==> config.mk <==
export PLATFORM = sky130hd
export DESIGN_NAME = ram_fifo_ctrl_flat
export DESIGN_NICKNAME = d
export VERILOG_FILES = /design/src/rtl/ram_fifo_ctrl_if.sv /design/src/rtl/ram_fifo_ctrl.sv /design/src/flat_wrapper.sv
export SDC_FILE = /design/constraint.sdc
export NUM_CORES = 1
export LEC_CHECK = 0
export ABC_CLOCK_PERIOD_IN_PS = 3190
export BUFFER_PORTS_ARGS = -buffer_cell sky130_fd_sc_hd__buf_2
export CORE_ASPECT_RATIO = 1.25
export CORE_UTILIZATION = 30
export CTS_CLUSTER_DIAMETER = 120
export DETAILED_ROUTE_END_ITERATION = 10
export HOLD_SLACK_MARGIN = 0.1
export SLEW_MARGIN = 5
export SYNTH_ARGS = -nofsm -noshare
export SYNTH_HDL_FRONTEND = slang
export SYNTH_SLANG_ARGS = --single-unit
==> constraint.sdc <==
create_clock -name clk -period 3.19 [get_ports clk]
set_input_delay 0.1595 -clock clk [delete_from_list [all_inputs] [get_ports clk]]
set_output_delay 0.1595 -clock clk [all_outputs]
set_load 0.005 [all_outputs]
==> src/rtl/ram_fifo_ctrl_if.sv <==
// rtl/ram_fifo_ctrl_if.sv - push/pop streams and RAM port bundle for ram_fifo_ctrl
interface ram_fifo_ctrl_if #(
    parameter int DATA_WIDTH = 8,
    parameter int N_WORDS    = 16
);
    localparam int AW = $clog2(N_WORDS);
    localparam int LW = $clog2(N_WORDS + 2);

    logic                  push_valid;
    logic                  push_ready;
    logic [DATA_WIDTH-1:0] push_data;
    logic                  pop_valid;
    logic                  pop_ready;
    logic [DATA_WIDTH-1:0] pop_data;
    logic [LW-1:0]         level;
    logic                  ram_we;
    logic                  ram_re;
    logic [AW-1:0]         ram_address;
    logic [DATA_WIDTH-1:0] ram_data_in;
    logic [DATA_WIDTH-1:0] ram_data_out;

    modport slave (
        input  push_valid, push_data, pop_ready, ram_data_out,
        output push_ready, pop_valid, pop_data, level,
               ram_we, ram_re, ram_address, ram_data_in
    );

    modport master (
        output push_valid, push_data, pop_ready, ram_data_out,
        input  push_ready, pop_valid, pop_data, level,
               ram_we, ram_re, ram_address, ram_data_in
    );
endinterface

==> src/rtl/ram_fifo_ctrl.sv <==
// rtl/ram_fifo_ctrl.sv - FIFO controller over a single-port RAM with a one-entry output register
module ram_fifo_ctrl #(
    parameter int DATA_WIDTH = 8,
    parameter int N_WORDS    = 16
) (
    input  logic           clk,
    input  logic           rst,
    ram_fifo_ctrl_if.slave bus
);
    localparam int AW = $clog2(N_WORDS);
    localparam int CW = $clog2(N_WORDS + 1);
    localparam int LW = $clog2(N_WORDS + 2);

    logic [AW-1:0]         wr_ptr_q, wr_ptr_d;
    logic [AW-1:0]         rd_ptr_q, rd_ptr_d;
    logic [CW-1:0]         mem_count_q, mem_count_d;
    logic                  rd_inflight_q, rd_inflight_d;
    logic                  out_valid_q, out_valid_d;
    logic [DATA_WIDTH-1:0] out_data_q, out_data_d;

    logic pop_fire;
    logic read_issue;
    logic push_ready;
    logic push_fire;

    always_comb begin
        pop_fire   = out_valid_q & bus.pop_ready;
        // Refill reads win over pushes so the RAM sees at most one operation per cycle.
        read_issue = !rst && (mem_count_q != '0) && !rd_inflight_q && (!out_valid_q || pop_fire);
        push_ready = !rst && (mem_count_q != CW'(N_WORDS)) && !read_issue;
        push_fire  = bus.push_valid & push_ready;
    end

    always_comb begin
        wr_ptr_d      = wr_ptr_q;
        rd_ptr_d      = rd_ptr_q;
        mem_count_d   = mem_count_q;
        rd_inflight_d = read_issue;
        out_valid_d   = out_valid_q;
        out_data_d    = out_data_q;

        if (push_fire) begin
            wr_ptr_d    = wr_ptr_q + AW'(1);
            mem_count_d = mem_count_q + CW'(1);
        end else if (read_issue) begin
            rd_ptr_d    = rd_ptr_q + AW'(1);
            mem_count_d = mem_count_q - CW'(1);
        end

        // ram_data_out is only meaningful the cycle after a read; ignore it otherwise.
        if (rd_inflight_q) begin
            out_valid_d = 1'b1;
            out_data_d  = bus.ram_data_out;
        end else if (pop_fire) begin
            out_valid_d = 1'b0;
        end
    end

    always_ff @(posedge clk) begin
        if (rst) begin
            wr_ptr_q      <= '0;
            rd_ptr_q      <= '0;
            mem_count_q   <= '0;
            rd_inflight_q <= 1'b0;
            out_valid_q   <= 1'b0;
            out_data_q    <= '0;
        end else begin
            wr_ptr_q      <= wr_ptr_d;
            rd_ptr_q      <= rd_ptr_d;
            mem_count_q   <= mem_count_d;
            rd_inflight_q <= rd_inflight_d;
            out_valid_q   <= out_valid_d;
            out_data_q    <= out_data_d;
        end
    end

    assign bus.push_ready  = push_ready;
    assign bus.pop_valid   = out_valid_q;
    assign bus.pop_data    = out_data_q;
    assign bus.level       = LW'(mem_count_q) + LW'(rd_inflight_q) + LW'(out_valid_q);
    assign bus.ram_we      = push_fire;
    assign bus.ram_re      = read_issue;
    assign bus.ram_address = rst ? '0 : (read_issue ? rd_ptr_q : wr_ptr_q);
    assign bus.ram_data_in = bus.push_data;
endmodule
==> src/flat_wrapper.sv <==
// flat-port wrapper written by rule: the top's interface ports become plain ports
module ram_fifo_ctrl_flat 
#(
    parameter int DATA_WIDTH = 8,
    parameter int N_WORDS    = 16
)
  (clk, rst, bus_push_valid, bus_push_data, bus_pop_ready, bus_ram_data_out, bus_push_ready, bus_pop_valid, bus_pop_data, bus_level, bus_ram_we, bus_ram_re, bus_ram_address, bus_ram_data_in);
  ram_fifo_ctrl_if #(.DATA_WIDTH(DATA_WIDTH), .N_WORDS(N_WORDS)) bus_i ();
  input  logic clk;
  input  logic rst;
  input wire logic [$bits(bus_i.push_valid)-1:0] bus_push_valid;
  input wire logic [$bits(bus_i.push_data)-1:0] bus_push_data;
  input wire logic [$bits(bus_i.pop_ready)-1:0] bus_pop_ready;
  input wire logic [$bits(bus_i.ram_data_out)-1:0] bus_ram_data_out;
  output wire logic [$bits(bus_i.push_ready)-1:0] bus_push_ready;
  output wire logic [$bits(bus_i.pop_valid)-1:0] bus_pop_valid;
  output wire logic [$bits(bus_i.pop_data)-1:0] bus_pop_data;
  output wire logic [$bits(bus_i.level)-1:0] bus_level;
  output wire logic [$bits(bus_i.ram_we)-1:0] bus_ram_we;
  output wire logic [$bits(bus_i.ram_re)-1:0] bus_ram_re;
  output wire logic [$bits(bus_i.ram_address)-1:0] bus_ram_address;
  output wire logic [$bits(bus_i.ram_data_in)-1:0] bus_ram_data_in;
  assign bus_i.push_valid = bus_push_valid;
  assign bus_i.push_data = bus_push_data;
  assign bus_i.pop_ready = bus_pop_ready;
  assign bus_i.ram_data_out = bus_ram_data_out;
  assign bus_push_ready = bus_i.push_ready;
  assign bus_pop_valid = bus_i.pop_valid;
  assign bus_pop_data = bus_i.pop_data;
  assign bus_level = bus_i.level;
  assign bus_ram_we = bus_i.ram_we;
  assign bus_ram_re = bus_i.ram_re;
  assign bus_ram_address = bus_i.ram_address;
  assign bus_ram_data_in = bus_i.ram_data_in;
  ram_fifo_ctrl #(.DATA_WIDTH(DATA_WIDTH), .N_WORDS(N_WORDS)) u_core (.clk(clk), .rst(rst), .bus(bus_i));
endmodule
==> results of run 1 <==
## final cells by class
class / instances / area share
Clock buffer: 3 / 0.0254
Clock inverter: 1 / 0.00462
Inverter: 7 / 0.0162
Multi-Input combinational cell: 106 / 0.513
Sequential cell: 23 / 0.284
Tap cell: 58 / 0.0447
Timing Repair Buffer: 35 / 0.112
## final timing paths
path / from / endpoint / slack, ps / cells past startpoint
worst max-delay path: u_core.mem_count_q[3]$_SDFFE_PP0P_ / u_core.mem_count_q[4]$_SDFFE_PP0P_ / 530 / 9
worst min-delay path: bus_ram_data_out[3] / u_core.bus.pop_data[3]$_SDFFE_PP0P_ / 120 / 3
worst max register to register: u_core.mem_count_q[3]$_SDFFE_PP0P_ / u_core.mem_count_q[4]$_SDFFE_PP0P_ / 530 / 9
worst min register to register: u_core.bus.pop_data[6]$_SDFFE_PP0P_ / u_core.bus.pop_data[6]$_SDFFE_PP0P_ / 500 / 2
## synthesized netlist by cell type, drive strengths merged (2+ instances only)
master,instances
a211oi,2
a21oi,2
and3,2
buf,12
clkbuf,2
dfxtp,23
fa,2
ha,6
inv,7
mux2,6
mux2i,16
nand2,3
nand2b,7
nand3,4
nor2,26
nor2b,8
o21bai,2
or3,2
xnor2,3
xor2,2
## placed cells by master, fill, tap and decap left out, types with 2 or more instances in the layout
cell	netlist	routed
mux2i_1	16	16
o21bai_1	2	2
clkbuf_8	0	3
nand2_1	3	3
nand3_1	4	4
buf_4	8	3
nor2_1	26	26
xor2_1	2	2
a21oi_1	2	2
xnor2_1	3	3
dfxtp_1	23	23
ha_1	6	6
mux2_4	2	2
fa_1	2	2
nor2b_1	8	8
buf_2	2	32
nand2b_1	7	7
inv_1	7	7
mux2_1	3	3
## through the flow
step / area [um^2] / util / hold slack [ps] / std cells / setup slack [ps]
after floorplan: 1410 / - / 307 / 150 / 751
after global placement: 1580 / 0.353 / 319 / 229 / 590
after detailed placement: 1580 / 0.353 / 319 / 229 / 542
after CTS: 1620 / 0.364 / 119 / 233 / 520
after global routing: 1620 / 0.364 / 118 / 233 / 306
final: 1620 / 0.364 / 124 / 233 / 526
## cell families after synthesis
kind of cell / Yosys count
AOI/OAI and AO/OA: 12
xor gates and xnor gates: 5
adders and majority gates: 8
buffers and inverters: 21
DFF: 23
muxes: 22
and+or+nand+nor: 59
## flip-flops by register name, summed over array words and instances, names as in the netlist
signal                cells
u_core.rd_ptr_q           4
u_core.bus.pop_valid      1
u_core.mem_count_q        5
u_core.rd_inflight_q      1
u_core.wr_ptr_q           4
u_core.bus.pop_data       8
## critical path: stages (launching register included)
cell and delay [ps]:
dfxtp_1 390, nor4_4 400, or3_4 220, and3_4 200
nand2b_1 140, fa_1 490, nand3_1 120, nand2_1 80
o311ai_0 350, a41oi_2 150
## power by group through the flow
stage	clock network (uW)	registers, uW	logic, uW
after floorplan	0	446	553
after global placement	0	456	725
after detailed placement	0	459	727
after CTS	199	454	730
after global routing	208	467	816
final	188	452	719
## per-layer routing
layer / share of wire / GRT usage / up-vias
li1: - / - / 550
met4: 0.024 / 0.0636 / 0
met1: 0.48 / 0.141 / 475
met3: 0.045 / 0.0189 / 4
met2: 0.45 / 0.189 / 23
met5: 0 / 0 / -
==> flow_metrics.tcl, run 1 <==
set metrics [dict create \
    seqPwrFrac 0.333 \
    worst_slew_pin_slew_ps 387 \
    vias_per_cell 4.52 \
    hold_buffers 0 \
    critPathLaunchType "flop" \
    hpwl_mm 1.97 \
    synthAdderAreaFrac 0.0819 \
    synth_top_family_by_area "simple AND/OR/NAND/NOR gates" \
    setup_viol 0 \
    synth_compound_area_frac 0.0801 \
    status "complete, no violations" \
    required_ps 3330 \
    synthCells 150 \
    num_antenna_cells 0 \
    min_period_ps 2660 \
    syn-num-nets 178 \
    ir_drop_uv 245 \
    finClkSkew_ps 2.61 \
    drt-pass1-iter-count 4 \
    max_freq_ghz 0.375 \
    synthFlopType "dfxtp_1" \
    hold_violations 0 \
    antenna_found_initial 0 \
    worstSetupPathType "flop to flop" \
    power_switching_uw 537 \
    io_buffer_count 32 \
    total_power_uw 1360 \
    nNetsFinal 204 \
    swShare 0.395 \
    async_reset_ff_frac 0 \
    grt_pass1_vias 1026 \
    synthMuxAreaShare 0.167 \
    leakagePower_uw 0.000762 \
    rsz0062_at_grt "no" \
    cellPowerDensity_nw_per_um2 837 \
    ys_ff_latch 23 \
    ys_top_cells_by_area "dfxtp_1 (33%), mux2i_1 (11%), nor2_1 (6.9%), ha_1 (5.3%), buf_4 (4.3%)" \
    yosys.area_share.simple 0.232 \
    grt_pass1_wl_mm 4.55 \
    track_usage 0.115 \
    core_region_area_um2 4460 \
    cts_sinks 23 \
    postRouteAntennaNets 0 \
    period_share 0.835 \
    clkPwrFrac 0.139 \
    relSlewSlack 0.739 \
    yosysTopAreaCell "dfxtp_1" \
    setup-tns-final_ps 0 \
    clock_latency_ps 270 \
    hold_class "input port to flop" \
    crit_path_end_kind "flop" \
    grt_max_degree 40 \
    synthXorXnorAreaFrac 0.0312 \
    wl_per_cell_um 11.3 \
    die_h_um 78.5 \
    arrival_ps 2800 \
    synth_warnings 0 \
    final-max-slew-violation-count 0 \
    drt_iter0_markers 70 \
    crit_fanout 5 \
    cts_buffer_depth 2 \
    p_int_uw 823 \
    synth.distinct_cells 40 \
    initial_utilization 0.315 \
    fillers 480 \
    drt-total-wl_mm 2.63 \
    pwr-share-comb 0.529 \
    fp.dieW_um 63.2 \
    cts_buffers 3 \
    num_rows 27 \
    synth_top_area_frac 0.328 \
    clk_pin_slew_ps 90 \
    cts_tree "yes" \
    post_cts_buffers 0 \
    drc 0 \
    h-tree-depth 1 \
    ios 49 \
    globalplace.congestion 0.758 \
    multiInputGateArea_um2 833 \
    register_area_um2 460 \
    syn_to_final_growth_pct 15.6 \
    synth-edff-count 0 \
    cts_resized 0 \
    synthesis.area_um2 1410 \
    root_buffer "clkbuf_8" \
    synth_area_per_cell_um2 9.37 \
    drv_cap 0 \
    grt_overflow_total 0 \
    drive_above_1_share 0.274 \
    vias 1052 \
    design.die.area_um2 4960 \
    ys_seq_area_frac 0.328 \
]
No activity file was read; power rests on OpenSTA's default activity.
==> run 2, diff against run 1 <==
--- a/config.mk
+++ b/config.mk
@@ -5,7 +5,7 @@
 export SDC_FILE = /design/constraint.sdc
 export NUM_CORES = 1
 export LEC_CHECK = 0
-export ABC_CLOCK_PERIOD_IN_PS = 3190
+export ABC_CLOCK_PERIOD_IN_PS = 2500
 export BUFFER_PORTS_ARGS = -buffer_cell sky130_fd_sc_hd__buf_2
 export CORE_ASPECT_RATIO = 1.25
 export CORE_UTILIZATION = 30
==> constraint.sdc (replaced) <==
create_clock -name clk -period 2.5 [get_ports clk]
set_input_delay 0.125 -clock clk [delete_from_list [all_inputs] [get_ports clk]]
set_output_delay 0.125 -clock clk [all_outputs]
set_load 0.005 [all_outputs]
==> run 2 against run 1 <==
Die area is the same; clock power up 30%; global-route usage increased by 0.68 points; combinational power up 56%; first-iteration DRC count down 7.1%; utilization rose by 3.4 points; critical path depth unchanged; routed wire length grew 9.9%; via count is 7.0% higher; clock skew is 1.7 ps higher; hold slack worse by 20 ps; non-clock buffer count increased by 12.
==> flow_metrics.tcl, run 2 (synthesized netlist as in run 1, its figures left out) <==
set metrics [dict create \
    status "complete, no violations" \
    initial_utilization 0.315 \
    cts_buffers 3 \
    root_buffer "clkbuf_8" \
    worst_slew_pin_slew_ps 368 \
    drc 0 \
    reg2reg_depth 9 \
    fillers 468 \
    grt_overflow_total 0 \
    period_share 0.964 \
    holdWs_ps 104 \
    hpwl_mm 2.04 \
    drv_cap 0 \
    worstSetupStartpoint "u_core.mem_count_q[2]$_SDFFE_PP0P_" \
    cts_tree "yes" \
    clkPwrFrac 0.127 \
    worstSetupPathType "flop to flop" \
    io_buffer_count 32 \
    relSlewSlack 0.754 \
    final-max-slew-violation-count 0 \
    worstReg2RegStart "u_core.mem_count_q[2]$_SDFFE_PP0P_" \
    grt_pass1_wl_mm 4.78 \
    min_path_cells 3 \
    ir_drop_uv 355 \
    drt-total-wl_mm 2.89 \
    wl_met1_mm 1.32 \
    cts_sinks 23 \
    min_period_ps 2410 \
    p_int_uw 1170 \
    dr_wl_met3_um 100 \
    crit_path_end_kind "flop" \
    max_freq_ghz 0.415 \
    critPathLaunchType "flop" \
    drt_iter0_markers 65 \
    core_region_area_um2 4460 \
    fp.dieW_um 63.2 \
    vias_per_cell 4.60 \
    setup_viol 0 \
    die_h_um 78.5 \
    finClkSkew_ps 4.35 \
    power_switching_uw 748 \
    final_area_um2 1780 \
    required_ps 2700 \
    min_to "u_core.bus.pop_data[0]$_SDFFE_PP0P_" \
    postRouteAntennaNets 0 \
    pwr-share-comb 0.586 \
    clock_latency_ps 270 \
    syn_to_final_growth_pct 26.4 \
    final_common_cell "buf_2" \
    clk_pin_slew_ps 90 \
    num_antenna_cells 0 \
    ios 49 \
    track_usage 0.122 \
    drt-pass1-iter-count 4 \
    dpl_cell_area_um2 1630 \
    grt_max_degree 40 \
    nNetsFinal 216 \
    crit-reg2reg-capture "u_core.mem_count_q[4]$_SDFFE_PP0P_" \
    vias 1126 \
    globalplace.congestion 0.795 \
    cts_buffer_depth 2 \
    h-tree-depth 1 \
    total_power_uw 1920 \
    hold_class "input port to flop" \
    r2r_slack_ps 90 \
    post_cts_buffers 0 \
    grt_pass1_vias 1058 \
    wl_met2_mm 1.41 \
    leakagePower_uw 0.000825 \
    swShare 0.391 \
    final_cell_mix "buf_2 (32), nor2_1 (26), dfxtp_1 (23), mux2i_1 (16), buf_4 (10)" \
    largest_reg_flops 8 \
    worstHoldStart "bus_ram_data_out[0]" \
    antenna_found_initial 0 \
    drive_above_1_share 0.332 \
    design.die.area_um2 4960 \
    hold_violations 0 \
    top_layer "met4" \
    wl_per_cell_um 11.8 \
    seqPwrFrac 0.287 \
    arrival_ps 2610 \
    num_rows 27 \
    cellPowerDensity_nw_per_um2 1080 \
    crit_fanout 4 \
]
## run 2: cell types whose count changed in the layout (fill, tap and decap cells not counted), sizes merged
| cell | previous run | this run |
|---|---|---|
| buf | 35 | 42 |
| dlygate4sd3 | 0 | 5 |
## run 2: metrics by stage
stage / instances / setup TNS, ps / setup WS (ps) / util
6_report: 245 / 0 / 90.3 / 0.398
5_1_grt: 245 / -27.8 / -27.8 / 0.398
4_1_cts: 245 / 0 / 64.2 / 0.388
3_5_place_dp: 236 / -12.1 / -12.1 / 0.365
3_3_place_gp: 236 / 0 / 30.0 / 0.365
2_1_floorplan: 150 / 0 / 60.8 / -
## run 2: layout make-up
cell class	count	area, um^2	area share
sequential	23	460	0.259
inverter	7	26.3	0.0148
tap	58	72.6	0.0409
timing repair buffer	47	285	0.161
multi-input combinational	106	882	0.497
clock inverter	1	7.51	0.00423
clock buffer	3	41.3	0.0233
## run 2: power by group through the flow
stage / registers, uW / logic [uW] / clock network, uW
detailed placement: 556 / 1040 / 0
CTS: 547 / 1060 / 247
global route: 562 / 1260 / 265
floorplan: 569 / 706 / 0
global placement: 554 / 1040 / 0
finish: 549 / 1120 / 244
## run 2: per-layer routing
layer / vias up / GRT usage
met5: - / 0
met4: 0 / 0.0636
met3: 4 / 0.0203
met2: 17 / 0.203
met1: 533 / 0.149
li1: 572 / -
## run 2: worst max-delay path by stage
stage                                         endpoint  slack, ps  depth (start not counted)
CTS                 u_core.mem_count_q[4]$_SDFFE_PP0P_         60                          9
finish              u_core.mem_count_q[4]$_SDFFE_PP0P_         90                          9
detailed placement  u_core.mem_count_q[4]$_SDFFE_PP0P_        -10                          9
global route        u_core.mem_count_q[4]$_SDFFE_PP0P_        -30                          9
floorplan           u_core.mem_count_q[4]$_SDFFE_PP0P_         60                          9
global placement    u_core.mem_count_q[4]$_SDFFE_PP0P_         30                          9
## run 2: worst max-delay path: stages (launching register included)
cell and delay, ps:
dfxtp_1 350, nor4_4 330, or3_4 180, and3_4 210
nand2b_4 100, fa_2 420, nand3_1 130, nand2_1 110
or3_1 340, a41oi_2 170
## run 2: what timing repair did
action / 4_1_cts / 5_1_grt
gates resized for setup: 2 / 7
setup endpoints to repair: 1 / 1
hold buffers: 5 / 0
pin swaps: 0 / 1
hold endpoints to repair: 5 / 0
==> run 3, diff against run 2 <==
--- a/config.mk
+++ b/config.mk
@@ -5,7 +5,7 @@
 export SDC_FILE = /design/constraint.sdc
 export NUM_CORES = 1
 export LEC_CHECK = 0
-export ABC_CLOCK_PERIOD_IN_PS = 2500
+export ABC_CLOCK_PERIOD_IN_PS = 2600
 export BUFFER_PORTS_ARGS = -buffer_cell sky130_fd_sc_hd__buf_2
 export CORE_ASPECT_RATIO = 1.25
 export CORE_UTILIZATION = 30
==> constraint.sdc (replaced) <==
create_clock -name clk -period 2.6 [get_ports clk]
set_input_delay 0.13 -clock clk [delete_from_list [all_inputs] [get_ports clk]]
set_output_delay 0.13 -clock clk [all_outputs]
set_load 0.005 [all_outputs]
==> run 3 against run 2 <==
Final area shrank 3.0%; critical path type unchanged; utilization is 1.2 points lower; die area stayed put.
==> flow_metrics.tcl, run 3 (synthesized netlist as in run 1, its figures left out) <==
set metrics [dict create \
    status "complete, no violations" \
    postRouteAntennaNets 0 \
    drt-total-wl_mm 2.74 \
    cts_buffer_depth 2 \
    nNetsFinal 215 \
    drv_cap 0 \
    worstPathCellList "nor4_4 > or3_4 > and3_4 > nand2b_1 > ha_1 > nand3_1 > a221o_1 > nand2b_1 > a41oi_2" \
    final-max-slew-violation-count 0 \
    crit_path_end_kind "flop" \
    cts_sinks 23 \
    final_common_cell "buf_2" \
    crit-reg2reg-capture "u_core.mem_count_q[4]$_SDFFE_PP0P_" \
    track_usage 0.120 \
    hold_violations 0 \
    grt_pass1_vias 1026 \
    cp_common_cell "nand2b_1" \
    num_antenna_cells 0 \
    period_share 0.938 \
    vias 1104 \
    largest_reg_flops 8 \
    crit_slowest_cell "ha_1" \
    clk_pin_slew_ps 90 \
    required_ps 2800 \
    initial_utilization 0.315 \
    min_path_cells 3 \
    min_period_ps 2440 \
    fin_util 0.386 \
    worst_slew_pin_slew_ps 361 \
    grt_util_met3 0.0233 \
    vias_per_cell 4.52 \
    setup_viol 0 \
    core_region_area_um2 4460 \
    cts_buffers 3 \
    grt_pass1_wl_mm 4.69 \
    finClkSkew_ps 2.96 \
    root_buffer "clkbuf_8" \
    fp.dieW_um 63.2 \
    antenna_found_initial 0 \
    rsz0062_at_grt "no" \
    critical-path-top-delay-family "simple AND/OR/NAND/NOR gates" \
    fillers 468 \
    leakagePower_uw 0.000814 \
    drt_iter0_markers 73 \
    drc 0 \
    relSlewSlack 0.759 \
    holdWs_ps 95.5 \
    arrival_ps 2640 \
    grt_overflow_total 0 \
    max_freq_ghz 0.410 \
    crit_fanout 5 \
    path_buf_inv 0 \
    hold_class "input port to flop" \
    die_h_um 78.5 \
    grt_max_degree 40 \
    grtUsageMet1 0.144 \
    slowest_delay_ps 390 \
    design.die.area_um2 4960 \
    cellPowerDensity_nw_per_um2 1030 \
    syn_to_final_growth_pct 22.6 \
    worstHoldStart "bus_ram_data_out[6]" \
    grt.busiest_layer "met2" \
    hpwl_mm 2.00 \
    min_to "u_core.bus.pop_data[6]$_SDFFE_PP0P_" \
    num_rows 27 \
    post_cts_buffers 0 \
    drt-pass1-iter-count 3 \
    ir_drop_uv 299 \
    drive_above_1_share 0.306 \
    ios 49 \
    h-tree-depth 1 \
    use_met2 0.201 \
    critPathLaunchType "flop" \
    worstReg2RegStart "u_core.mem_count_q[3]$_SDFFE_PP0P_" \
    final_cell_mix "buf_2 (32), nor2_1 (26), dfxtp_1 (23), mux2i_1 (16), buf_4 (10)" \
    r2r_slack_ps 160 \
    reg2reg_depth 9 \
    cts_tree "yes" \
    setup-tns-final_ps 0 \
    io_buffer_count 32 \
    clock_latency_ps 270 \
    wl_per_cell_um 11.2 \
    worstSetupPathType "flop to flop" \
    globalplace.congestion 0.775 \
]
==> run 3: stage by stage <==
stage	instances	setup slack [ps]	cell area [um^2]	total power (uW)
2_1_floorplan	150	161	1410	1230
3_3_place_gp	236	164	1630	1520
3_5_place_dp	236	96.4	1630	1520
4_1_cts	244	56.0	1720	1770
5_1_grt	244	1.46	1720	1930
6_report	244	160	1720	1770
==> run 3: area by class of cell <==
cell class / count / area, um^2 / area share
repair buffers: 46 / 275 / 0.160
clock buffers: 3 / 41.3 / 0.0240
clock inverters: 1 / 7.51 / 0.00436
well taps: 58 / 72.6 / 0.0421
flip-flops and latches: 23 / 460 / 0.267
inverters: 7 / 26.3 / 0.0153
multi-input cells: 106 / 840 / 0.487
==> run 3: worst max path at each step <==
stage	from	endpoint	slack, ps	depth (start not counted)
6_report	u_core.mem_count_q[3]$_SDFFE_PP0P_	u_core.mem_count_q[4]$_SDFFE_PP0P_	160	9
5_1_grt	u_core.mem_count_q[3]$_SDFFE_PP0P_	u_core.mem_count_q[4]$_SDFFE_PP0P_	1	9
4_1_cts	u_core.mem_count_q[3]$_SDFFE_PP0P_	u_core.mem_count_q[4]$_SDFFE_PP0P_	60	9
3_5_place_dp	u_core.mem_count_q[3]$_SDFFE_PP0P_	u_core.mem_count_q[4]$_SDFFE_PP0P_	100	9
3_3_place_gp	u_core.mem_count_q[3]$_SDFFE_PP0P_	u_core.mem_count_q[4]$_SDFFE_PP0P_	160	9
2_1_floorplan	u_core.mem_count_q[3]$_SDFFE_PP0P_	u_core.mem_count_q[4]$_SDFFE_PP0P_	160	9
==> run 3: timing repair <==
item                                    4_1_cts  5_1_grt
hold endpoints to repair                      4        0
hold buffers                                  4        0
resized for setup                             0        3
endpoints found under the setup margin        0        1
==> run 3: layer usage <==
metal	wire [um]	vias up
met5	0	-
met3	107	4
li1	-	572
met4	45	0
met1	1250	509
met2	1330	19
==> run 3: worst min-delay path, cell delays in order <==
cell	delay [ps]
buf_2	70
mux2i_1	60
nor2_1	70
==> run 3: power breakdown <==
group | internal (uW) | leakage [uW] | switching (uW) | total, uW
clock network | 109 | 0.0000217 | 128 | 236
logic | 522 | 0.000603 | 490 | 1010
registers | 447 | 0.000189 | 78.8 | 526
total | 1080 | 0.000814 | 697 | 1770
